### src/rtl/mem_stage_access_ctrl_if.sv
// Data-bus bundle between the M-stage access controller (master) and memory (slave).
// Request/ready handshake: the master holds bus_req and the request fields until the
// slave answers with bus_ready; bus_rdata is valid in that same cycle.
interface mem_stage_access_ctrl_if #(
  parameter int unsigned ADDR_W = 32
);
  logic              bus_req;
  logic              bus_we;
  logic [3:0]        bus_be;
  logic [ADDR_W-1:0] bus_addr;
  logic [31:0]       bus_wdata;
  logic              bus_ready;
  logic [31:0]       bus_rdata;

  modport master (
    output bus_req, bus_we, bus_be, bus_addr, bus_wdata,
    input  bus_ready, bus_rdata
  );

  modport slave (
    input  bus_req, bus_we, bus_be, bus_addr, bus_wdata,
    output bus_ready, bus_rdata
  );
endinterface

### src/rtl/mem_stage_access_ctrl.sv
// M-stage memory access controller: decodes loads/stores/mfc0/mtc0, runs one bus
// transaction per access (IDLE -> BUSY -> DONE), stalls the pipeline while it is
// outstanding, extends load data and raises address-error exceptions.
// Optional feature: define BUS_TIMEOUT_EN to abandon a transaction after TIMEOUT_CYC
// BUSY cycles without bus_ready and report a bus error (code 7).
module mem_stage_access_ctrl #(
  parameter int unsigned ADDR_W      = 32,
  parameter int unsigned TIMEOUT_CYC = 16
) (
  input  logic                    clk,
  input  logic                    reset,
  input  logic [31:0]             instr_m,
  input  logic                    valid_m,
  input  logic                    flush,
  input  logic [ADDR_W-1:0]       addr_m,
  input  logic [31:0]             wdata_m,
  mem_stage_access_ctrl_if.master bus,
  output logic                    stall_m,
  output logic [31:0]             rdata_m,
  output logic [1:0]              rd_sel,
  output logic                    cp0_we,
  output logic                    exc_valid,
  output logic [4:0]              exc_code,
  output logic [ADDR_W-1:0]       badvaddr
);

  localparam logic [1:0] SzByte = 2'd0;
  localparam logic [1:0] SzHalf = 2'd1;
  localparam logic [1:0] SzWord = 2'd2;

  typedef enum logic [1:0] {StIdle, StBusy, StDone} state_e;

  state_e            state_q, state_d;
  logic [5:0]        op;
  logic [4:0]        rs;
  logic              is_load, is_store, is_mfc0, is_mtc0, ld_signed, aligned;
  logic              launch, misalign;
  logic [1:0]        sz;
  logic [3:0]        be_d;
  logic [31:0]       wdata_d;
  logic [7:0]        lane_b;
  logic [15:0]       lane_h;
  logic [31:0]       ld_ext;
  logic              tmo_hit, tmo_flag;

  logic              req_q, we_q, sgn_q;
  logic [3:0]        be_q;
  logic [1:0]        sz_q;
  logic [ADDR_W-1:0] addr_q;
  logic [31:0]       wdata_q, rdata_q;

  logic              unused_instr;
  assign unused_instr = ^instr_m[20:0];

  assign op = instr_m[31:26];
  assign rs = instr_m[25:21];

  // Opcode decode: access kind, size and signedness.
  always_comb begin
    is_load   = 1'b0;
    is_store  = 1'b0;
    ld_signed = 1'b0;
    sz        = SzByte;
    case (op)
      6'b100011: begin is_load  = 1'b1; sz = SzWord;                   end
      6'b100001: begin is_load  = 1'b1; sz = SzHalf; ld_signed = 1'b1; end
      6'b100101: begin is_load  = 1'b1; sz = SzHalf;                   end
      6'b100000: begin is_load  = 1'b1; sz = SzByte; ld_signed = 1'b1; end
      6'b100100: begin is_load  = 1'b1; sz = SzByte;                   end
      6'b101011: begin is_store = 1'b1; sz = SzWord;                   end
      6'b101001: begin is_store = 1'b1; sz = SzHalf;                   end
      6'b101000: begin is_store = 1'b1; sz = SzByte;                   end
      default: ;
    endcase
  end

  assign is_mfc0 = (op == 6'b010000) && (rs == 5'b00000);
  assign is_mtc0 = (op == 6'b010000) && (rs == 5'b00100);

  assign aligned  = (sz == SzWord) ? (addr_m[1:0] == 2'b00) :
                    (sz == SzHalf) ? !addr_m[0] : 1'b1;
  // Only IDLE may launch or fault; in BUSY/DONE the same instruction is still held in M.
  assign launch   = (state_q == StIdle) && valid_m && !flush && (is_load || is_store) && aligned;
  assign misalign = (state_q == StIdle) && valid_m && !flush && (is_load || is_store) && !aligned;

  // Byte enables and lane-replicated store data for the access about to launch.
  always_comb begin
    be_d    = 4'b0001 << addr_m[1:0];
    wdata_d = {4{wdata_m[7:0]}};
    case (sz)
      SzWord: begin be_d = 4'b1111; wdata_d = wdata_m; end
      SzHalf: begin be_d = addr_m[1] ? 4'b1100 : 4'b0011; wdata_d = {2{wdata_m[15:0]}}; end
      default: ;
    endcase
  end

  // Lane select and sign/zero extension of the returning read word.
  always_comb begin
    lane_b = bus.bus_rdata[{addr_q[1:0], 3'b000} +: 8];
    lane_h = addr_q[1] ? bus.bus_rdata[31:16] : bus.bus_rdata[15:0];
    case (sz_q)
      SzWord:  ld_ext = bus.bus_rdata;
      SzHalf:  ld_ext = {{16{sgn_q & lane_h[15]}}, lane_h};
      default: ld_ext = {{24{sgn_q & lane_b[7]}}, lane_b};
    endcase
  end

`ifdef BUS_TIMEOUT_EN
  localparam int unsigned CntW = $clog2(TIMEOUT_CYC + 1);

  logic [CntW-1:0] cnt_q;
  logic            to_q;

  assign tmo_hit  = (state_q == StBusy) && !bus.bus_ready && (cnt_q == CntW'(TIMEOUT_CYC - 1));
  assign tmo_flag = to_q;

  // BUSY-cycle counter; to_q marks the DONE cycle that follows a timeout.
  always_ff @(posedge clk) begin
    if (reset) begin
      cnt_q <= '0;
      to_q  <= 1'b0;
    end else begin
      if (launch) begin
        cnt_q <= '0;
      end else if (state_q == StBusy) begin
        cnt_q <= cnt_q + CntW'(1);
      end
      to_q <= tmo_hit;
    end
  end
`else
  localparam int unsigned unused_timeout_cyc = TIMEOUT_CYC;

  assign tmo_hit  = 1'b0;
  assign tmo_flag = 1'b0;
`endif

  // State register.
  always_ff @(posedge clk) begin
    if (reset) state_q <= StIdle;
    else       state_q <= state_d;
  end

  // Next-state logic.
  always_comb begin
    state_d = state_q;
    case (state_q)
      StIdle:  if (launch) state_d = StBusy;
      StBusy:  if (bus.bus_ready || tmo_hit) state_d = StDone;
      StDone:  state_d = StIdle;
      default: state_d = StIdle;
    endcase
  end

  // Request latch at launch; capture (or clear on timeout) when BUSY ends.
  always_ff @(posedge clk) begin
    if (reset) begin
      req_q   <= 1'b0;
      we_q    <= 1'b0;
      be_q    <= '0;
      addr_q  <= '0;
      wdata_q <= '0;
      sz_q    <= SzByte;
      sgn_q   <= 1'b0;
      rdata_q <= '0;
    end else begin
      case (state_q)
        StIdle: if (launch) begin
          req_q   <= 1'b1;
          we_q    <= is_store;
          be_q    <= be_d;
          addr_q  <= addr_m;
          wdata_q <= wdata_d;
          sz_q    <= sz;
          sgn_q   <= ld_signed;
        end
        StBusy: if (bus.bus_ready) begin
          req_q   <= 1'b0;
          rdata_q <= ld_ext;
        end else if (tmo_hit) begin
          req_q   <= 1'b0;
          rdata_q <= '0;
        end
        default: ;
      endcase
    end
  end

  // Outputs: stall, exceptions, writeback select and CP0 strobe.
  always_comb begin
    stall_m   = launch || (state_q == StBusy);
    exc_valid = 1'b0;
    exc_code  = 5'd0;
    badvaddr  = '0;
    if (misalign) begin
      exc_valid = 1'b1;
      exc_code  = is_load ? 5'd4 : 5'd5;
      badvaddr  = addr_m;
    end else if ((state_q == StDone) && tmo_flag) begin
      exc_valid = 1'b1;
      exc_code  = 5'd7;
      badvaddr  = addr_q;
    end
    rd_sel = 2'b00;
    if (valid_m && is_mfc0)      rd_sel = 2'b01;
    else if (valid_m && is_load) rd_sel = 2'b10;
    cp0_we = valid_m && is_mtc0 && !flush;
  end

  assign bus.bus_req   = req_q;
  assign bus.bus_we    = we_q;
  assign bus.bus_be    = be_q;
  assign bus.bus_addr  = {addr_q[ADDR_W-1:2], 2'b00};
  assign bus.bus_wdata = wdata_q;
  assign rdata_m       = rdata_q;

endmodule

### src/flat_wrapper.sv
// flat-port wrapper written by rule: the top's interface ports become plain ports
module mem_stage_access_ctrl_flat 
#(
  parameter int unsigned ADDR_W      = 32,
  parameter int unsigned TIMEOUT_CYC = 16
)
  (clk, reset, instr_m, valid_m, flush, addr_m, wdata_m, stall_m, rdata_m, rd_sel, cp0_we, exc_valid, exc_code, badvaddr, bus_bus_req, bus_bus_we, bus_bus_be, bus_bus_addr, bus_bus_wdata, bus_bus_ready, bus_bus_rdata);
  mem_stage_access_ctrl_if #(.ADDR_W(ADDR_W)) bus_i ();
  input  logic clk;
  input  logic reset;
  input  logic [31:0] instr_m;
  input  logic valid_m;
  input  logic flush;
  input  logic [ADDR_W-1:0] addr_m;
  input  logic [31:0] wdata_m;
  output logic stall_m;
  output logic [31:0] rdata_m;
  output logic [1:0] rd_sel;
  output logic cp0_we;
  output logic exc_valid;
  output logic [4:0] exc_code;
  output logic [ADDR_W-1:0] badvaddr;
  output wire logic [$bits(bus_i.bus_req)-1:0] bus_bus_req;
  output wire logic [$bits(bus_i.bus_we)-1:0] bus_bus_we;
  output wire logic [$bits(bus_i.bus_be)-1:0] bus_bus_be;
  output wire logic [$bits(bus_i.bus_addr)-1:0] bus_bus_addr;
  output wire logic [$bits(bus_i.bus_wdata)-1:0] bus_bus_wdata;
  input wire logic [$bits(bus_i.bus_ready)-1:0] bus_bus_ready;
  input wire logic [$bits(bus_i.bus_rdata)-1:0] bus_bus_rdata;
  assign bus_bus_req = bus_i.bus_req;
  assign bus_bus_we = bus_i.bus_we;
  assign bus_bus_be = bus_i.bus_be;
  assign bus_bus_addr = bus_i.bus_addr;
  assign bus_bus_wdata = bus_i.bus_wdata;
  assign bus_i.bus_ready = bus_bus_ready;
  assign bus_i.bus_rdata = bus_bus_rdata;
  mem_stage_access_ctrl #(.ADDR_W(ADDR_W), .TIMEOUT_CYC(TIMEOUT_CYC)) u_core (.clk(clk), .reset(reset), .instr_m(instr_m), .valid_m(valid_m), .flush(flush), .addr_m(addr_m), .wdata_m(wdata_m), .bus(bus_i), .stall_m(stall_m), .rdata_m(rdata_m), .rd_sel(rd_sel), .cp0_we(cp0_we), .exc_valid(exc_valid), .exc_code(exc_code), .badvaddr(badvaddr));
endmodule
### config.mk
export PLATFORM = sky130hd
export DESIGN_NAME = mem_stage_access_ctrl_flat
export DESIGN_NICKNAME = d
export VERILOG_FILES = /design/src/rtl/mem_stage_access_ctrl_if.sv /design/src/rtl/mem_stage_access_ctrl.sv /design/src/flat_wrapper.sv
export SDC_FILE = /design/constraint.sdc
export NUM_CORES = 1
export LEC_CHECK = 0
export ABC_AREA = 1
export CAP_MARGIN = 30
export CORE_UTILIZATION = 45
export DETAILED_ROUTE_END_ITERATION = 12
export PLACE_DENSITY_LB_ADDON = 0.2
export SKIP_LAST_GASP = 1
export SLEW_MARGIN = 20
export SYNTH_ARGS = -nofsm -noshare
export SYNTH_HDL_FRONTEND = slang
export SYNTH_SLANG_ARGS = --single-unit
### constraint.sdc
create_clock -name clk -period 8.62 [get_ports clk]
set_clock_uncertainty 0.15 [all_clocks]
set_input_delay 2.155 -clock clk [delete_from_list [all_inputs] [get_ports clk]]
set_output_delay 2.155 -clock clk [all_outputs]
set_load 0.01 [all_outputs]
### After elaboration in Yosys (flattened, before gate mapping)

Cells that the tools add are included.

| cells by class | value |
|---|---|
| shift operators | 2 |
| reductions and logical operators | 29 |
| multiplexer cells | 23 |
| bitwise logic cells | 2 |
| equality and inequality tests | 17 |

Operators by type and width:

| operator | number |
|---|---|
| 32-bit case mux with 2 select lines | 2 |
| 6-bit == test, second input constant | 8 |
| 32-bit two-way mux | 1 |
| 32-bit by 6-bit variable part select with 8-bit output | 1 |
| 16-bit two-way mux | 1 |
| 1-bit logical AND | 11 |
| 1-bit two-way mux | 9 |
| 2-bit two-way mux | 4 |
| 2-bit case mux with 2 select lines | 2 |
| 4-bit case mux with 2 select lines | 1 |
| 2-bit by 1-bit == test with 1-bit output, second input constant | 3 |
| 6-bit by 5-bit == test with 1-bit output, second input constant | 1 |
| 2-bit AND reduction | 3 |
| 3-bit OR reduction | 2 |
| 5-bit by 3-bit == test with 1-bit output, second input constant | 1 |
| 5-bit logical NOT | 1 |
| 5-bit two-way mux | 1 |
| 5-bit OR reduction | 1 |
| 2-bit == test, second input constant | 2 |
| 2-bit logical NOT | 2 |
| 4-bit two-way mux | 1 |
| 2-bit OR reduction | 2 |
| 1-bit by 2-bit << shifter with 4-bit output, first input constant | 1 |
| 1-bit logical NOT | 3 |
| 7 further kinds | 9 |

| storage, ports and cells | value |
|---|---|
| output and inout bits | 144 |
| flip-flop bits (word level) | 107 |
| logic and storage cells | 82 |

### Longest topological paths before layout

| logic depth | value |
|---|---|
| depth in word-level cells | 9 |
| mapped depth | 15 |

### Worst setup path after synthesis

OpenSTA, ideal clock, no wires.

| timing path | value |
|---|---|
| path type | input port to output port |
| start point | input port instr_m[26] |
| end point | output port stall_m |
| slack | 2.229 ns |
| data arrival time | 4.086 ns |
| data required time | 6.315 ns |
| stages on the path | 14 |
| cells stage by stage | inv_1 > or2_2 > a211oi_1 > inv_1 > ha_1 > buf_4 > nor2_4 > inv_1 > nand2_1 > nand3_1 > buf_4 > buf_6 > buf_6 > nand2_1 |

| between the ends | value |
|---|---|
| longest elaborated chain between the ends | 8 |
| elaborated cells on any way between the ends | 23 |
| those cells by class | eq/ne: 10; mux: 5; reduce/logical: 8 |

RTL lines:

| what | RTL line | RTL |
|---|---|---|
| start: declaration | flat_wrapper.sv:11 | `input logic [31:0] instr_m;` |
| 6-bit == test | mem_stage_access_ctrl.sv:64 | `case (op)` |
| 3-bit OR reduction (no line) or 2-bit OR reduction (tied branches) | -- |  |
| 2-bit case mux with 2 select lines | mem_stage_access_ctrl.sv:64 |  |
| 2-bit by 1-bit == test with 1-bit output | mem_stage_access_ctrl.sv:81 | `(sz == SzHalf) ? !addr_m[0] : 1'b1;` |
| 1-bit two-way mux | mem_stage_access_ctrl.sv:81 |  |
| 1-bit two-way mux | mem_stage_access_ctrl.sv:80 | `assign aligned = (sz == SzWord) ? (addr_m[1:0] == 2'b00) :` |
| 1-bit logical AND * | mem_stage_access_ctrl.sv:83 | `assign launch = (state_q == StIdle) && valid_m && !flush && (is_load \|\| is_store) && aligned;` |
| 1-bit logical OR * | mem_stage_access_ctrl.sv:191 | `stall_m = launch \|\| (state_q == StBusy);` |
| end: declaration | flat_wrapper.sv:16 | `output logic stall_m;` |

Mark *: on every way between the ends. The rest lies on a longest branch, timed or not.

### Final worst setup path

| timing path | value |
|---|---|
| start point | input port instr_m[27] |
| end point | output port badvaddr[20] |

| between the ends | value |
|---|---|
| longest elaborated chain between the ends | 9 |
| elaborated cells on any way between the ends | 24 |
| those cells by class | eq/ne: 10; mux: 6; reduce/logical: 8 |

RTL lines:

| what | RTL line | RTL |
|---|---|---|
| 6-bit == test | mem_stage_access_ctrl.sv:64 |  |
| 3-bit OR reduction (no line) or 2-bit OR reduction (tied branches) | -- |  |
| 2-bit case mux with 2 select lines | mem_stage_access_ctrl.sv:64 |  |
| 2-bit by 1-bit == test with 1-bit output | mem_stage_access_ctrl.sv:81 |  |
| 1-bit two-way mux | mem_stage_access_ctrl.sv:81 |  |
| 1-bit two-way mux | mem_stage_access_ctrl.sv:80 |  |
| 1-bit logical NOT | mem_stage_access_ctrl.sv:84 | `assign misalign = (state_q == StIdle) && valid_m && !flush && (is_load \|\| is_store) && !aligned;` |
| 1-bit logical AND * | mem_stage_access_ctrl.sv:84 |  |
| 32-bit two-way mux * | mem_stage_access_ctrl.sv:195 | `if (misalign) begin` |
| end: declaration | flat_wrapper.sv:22 | `output logic [ADDR_W-1:0] badvaddr;` |

Marked as above.

==> out/metrics.yaml <==
route:
  wl_per_cell_um: 13.3
  drc_errors: 0
  drtAntennaViolNets: 0
  drt-pass1-iter-count: 5
  routed_via_density: 4.77
  wirelength_um: 17700
  drtIter0Drc: 396
  vias: 6368
setup_path:
  path_max_fanout: 29
  arrival_ps: 5590
  worstSetupStartpointType: "input port"
  crit_slowest_cell: "clkdlybuf4s50_1"
  slowest_delay_ps: 510
  r2r_start: "u_core.addr_q[1]"
  end_kind: "output port"
  critPathBufInv: 5
  ff2ff_setup_slack_ps: 5960
  path_cells: "clkdlybuf4s50_1 -> or2_2 -> a211oi_1 -> inv_1 -> ha_1 -> nor2_4 -> inv_1 -> nand4_1 -> buf_4 -> nor2_1 -> clkdlybuf4s50_1"
  r2r-end: "u_core.rdata_m[22]"
  rr_worst_depth: 7
  critPathRequiredTime_ps: 6320
  worstSetupPathType: "input port to output port"
  cp_top_family: "buffers and inverters"
placed_design:
  port_buffers: 250
  post-place-ws_ps: 747
  globalplace.congestion: 0.850
  hpwl_um: 12700
  dp.cells: 1318
clock_network:
  clkSinkCount: 107
  cts_setup_buffers: 0
  clk_latency_ps: 350
  ctsResizeCount: 0
  htree_levels: 3
  clkTransAtPathRegs_ps: 70
  numCtsBuffers: 9
  cts_tree: "built"
  cts_buffer_depth: 2
  ctsHoldBuffers: 0
  clockRootBuffer: "clkbuf_16"
status:
  outcome: "finished clean"
floorplan:
  initial_utilization_pct: 46.6
  fp.dieH_um: 117
  boundaryPins: 277
  core.rowCount: 41
  die-area_um2: 13600
  core-area_um2: 12700
  die_w_um: 117
run:
  maxCapViolCount: 0
yosys:
  synthArstFlopShare_pct: 0
  syn_area_um2: 5930
  synth_top_area_share_pct: 36.1
  synth_cells: 972
  synth.distinct_cells: 28
  synth_top_cell_by_area: "dfxtp_1"
  ys_seq_elements: 107
  ys.flop_type: "dfxtp_1"
  yosysSeqAreaShare_pct: 36.1
  syn_avg_cell_area_um2: 6.10
  ys_top_cells_by_area: "dfxtp_1 (36%), nand2_1 (16%), nor2_1 (12%)"
  synth_edf_count: 0
  yosysWarnings: 0
final_layout:
  instances_no_fill: 1334
  antenna_cells: 0
  fillers: 1171
  seq_area_um2: 2140
  fin_nets: 1296
  final_core_util_pct: 67.0
  areaGrowthSynthToFinish_pct: 43.8
  multi_input_area_um2: 2750
  drive_above_1_share_pct: 2.41
timing:
  max_freq_mhz: 127
  drv_slew: 0
  relSlewSlack_pct: 36.7
  setup-violations-final: 0
  worst_pin_slew_ps: 948
  hold_viol: 0
  finalCriticalPeriod_ps: 7900
  postLayoutSetupSlackWorst_ps: 720
  fin_setup_tns_ps: 0
  fin_crit_sh_pct: 91.6
  rsz0062_at_grt: "false"
power_and_ir_drop:
  peakVddDrop_mv: 0.110
  finalPower_mw: 1.07
  powerDensity_nw_per_um2: 125
  power.leakage_nw: 3.98
global_routing:
  antenna_found_initial: 0
  grt_first_pass_wirelength_um: 27000
  grt_pass1_vias: 5535
  grt_overflow_total: 0
  grt_usage_pct: 25.5
  grt_max_degree: 81
min_path:
  worstHoldStart: "u_core.bus.bus_req"
  holdPathEnd: "u_core.bus.bus_req"
  hold_path.class: "register to register"
  worstHoldPathCells: 2
==> synthesized netlist by cell type (all sizes together), types with 4 or more instances <==
cell type and count:
nand2 257, nor3 4, nand4 23, clkbuf 28, a21oi 58, o21ai 41, nand3 11, a22oi 12
dfxtp 107, nor2 195, a31oi 10, buf 60, inv 148, ha 5
==> layout make-up <==
| class | count | area share, % |
|---|---|---|
| timing repair buffer | 259 | 30.2 |
| tap | 172 | 2.52 |
| clock buffer | 14 | 3.21 |
| inverter | 150 | 6.61 |
| multi-input combinational | 631 | 32.2 |
| sequential | 107 | 25.1 |
| clock inverter | 1 | 0.0881 |
==> per-stage QoR <==
| stage | hold WS [ps] | cell area [µm²] |
|---|---|---|
| after floorplan | 334 | 5940 |
| after global placement | 304 | 8230 |
| after detailed placement | 312 | 8230 |
| after CTS | 323 | 8510 |
| after global routing | 341 | 8520 |
| final | 319 | 8520 |
==> kinds of logic after synthesis <==
| group | synth area share [%] |
|---|---|
| AND/OR/NAND/NOR | 32.8 |
| AO/OA/AOI/OAI | 11.8 |
| flip-flops | 36.1 |
| other | 0.0633 |
| buffers and inverters | 18.2 |
| adder cells (fa/ha/maj) | 1.06 |
==> worst register-to-register path: stages, from the launching register on <==
cell,delay [ps]
dfxtp_1,700
clkinv_1,610
nand2_1,180
nand2_1,80
nand3_1,110
nand3_1,90
nand2_1,450
a21oi_1,150
==> state kept, by name (all words and copies together) (netlist names) <==
register	flops
u_core.rdata_m	32
u_core.bus.bus_req	1
u_core.sgn_q	1
u_core.sz_q	2
u_core.bus.bus_we	1
u_core.bus.bus_be	4
u_core.state_q	2
u_core.addr_q	32
u_core.bus.bus_wdata	32
==> how the worst max path moves through the flow <==
stage	startpoint	end	slack [ps]	cells past startpoint
finish	instr_m[27]	badvaddr[20]	720	11
floorplan	instr_m[26]	stall_m	2230	14
CTS	instr_m[26]	badvaddr[20]	740	12
global route	instr_m[26]	badvaddr[20]	410	12
detailed placement	instr_m[27]	badvaddr[20]	750	11
global placement	instr_m[26]	badvaddr[9]	860	12
==> power breakdown <==
group | switching [mW] | internal (mW) | leakage (nW)
registers | 0.00543 | 0.504 | 0.865
logic | 0.0780 | 0.0824 | 2.98
clock network | 0.179 | 0.219 | 0.135
total | 0.262 | 0.805 | 3.98
==> routing by layer <==
layer / vias up / wire length [µm] / track usage [%]
met2: 275 / 8010 / 41.7
met4: 0 / 300 / 8.61
met1: 2769 / 7680 / 32.6
li1: 3304 / - / -
met3: 20 / 1750 / 6.95
met5: - / 0 / 0
==> layout by cell type, fill, tap and decap left out <==
cell type	netlist	routed
a211oi_1	1	1
a21boi_0	2	2
a21oi_1	58	58
a22oi_1	12	12
a31oi_1	10	10
a41oi_1	1	1
buf_4	38	8
buf_8	0	1
clkbuf_1	28	2
clkbuf_16	0	9
clkbuf_8	0	3
clkdlybuf4s50_1	0	250
clkinv_1	2	2
clkinvlp_4	0	1
conb_1	1	5
dfxtp_1	107	107
ha_1	5	5
inv_1	148	147
inv_2	0	1
nand2_1	257	257
nand3_1	11	10
nand3_4	0	1
nand4_1	23	23
nor2_1	194	193
nor2_2	0	1
nor2_4	1	1
nor3_1	4	3
nor3_2	0	1
nor4_1	2	2
o211ai_1	1	1
o21ai_0	40	40
o21ai_1	1	1
o31ai_1	2	2
or2_2	1	1
No activity file was read; power rests on OpenSTA's default activity.
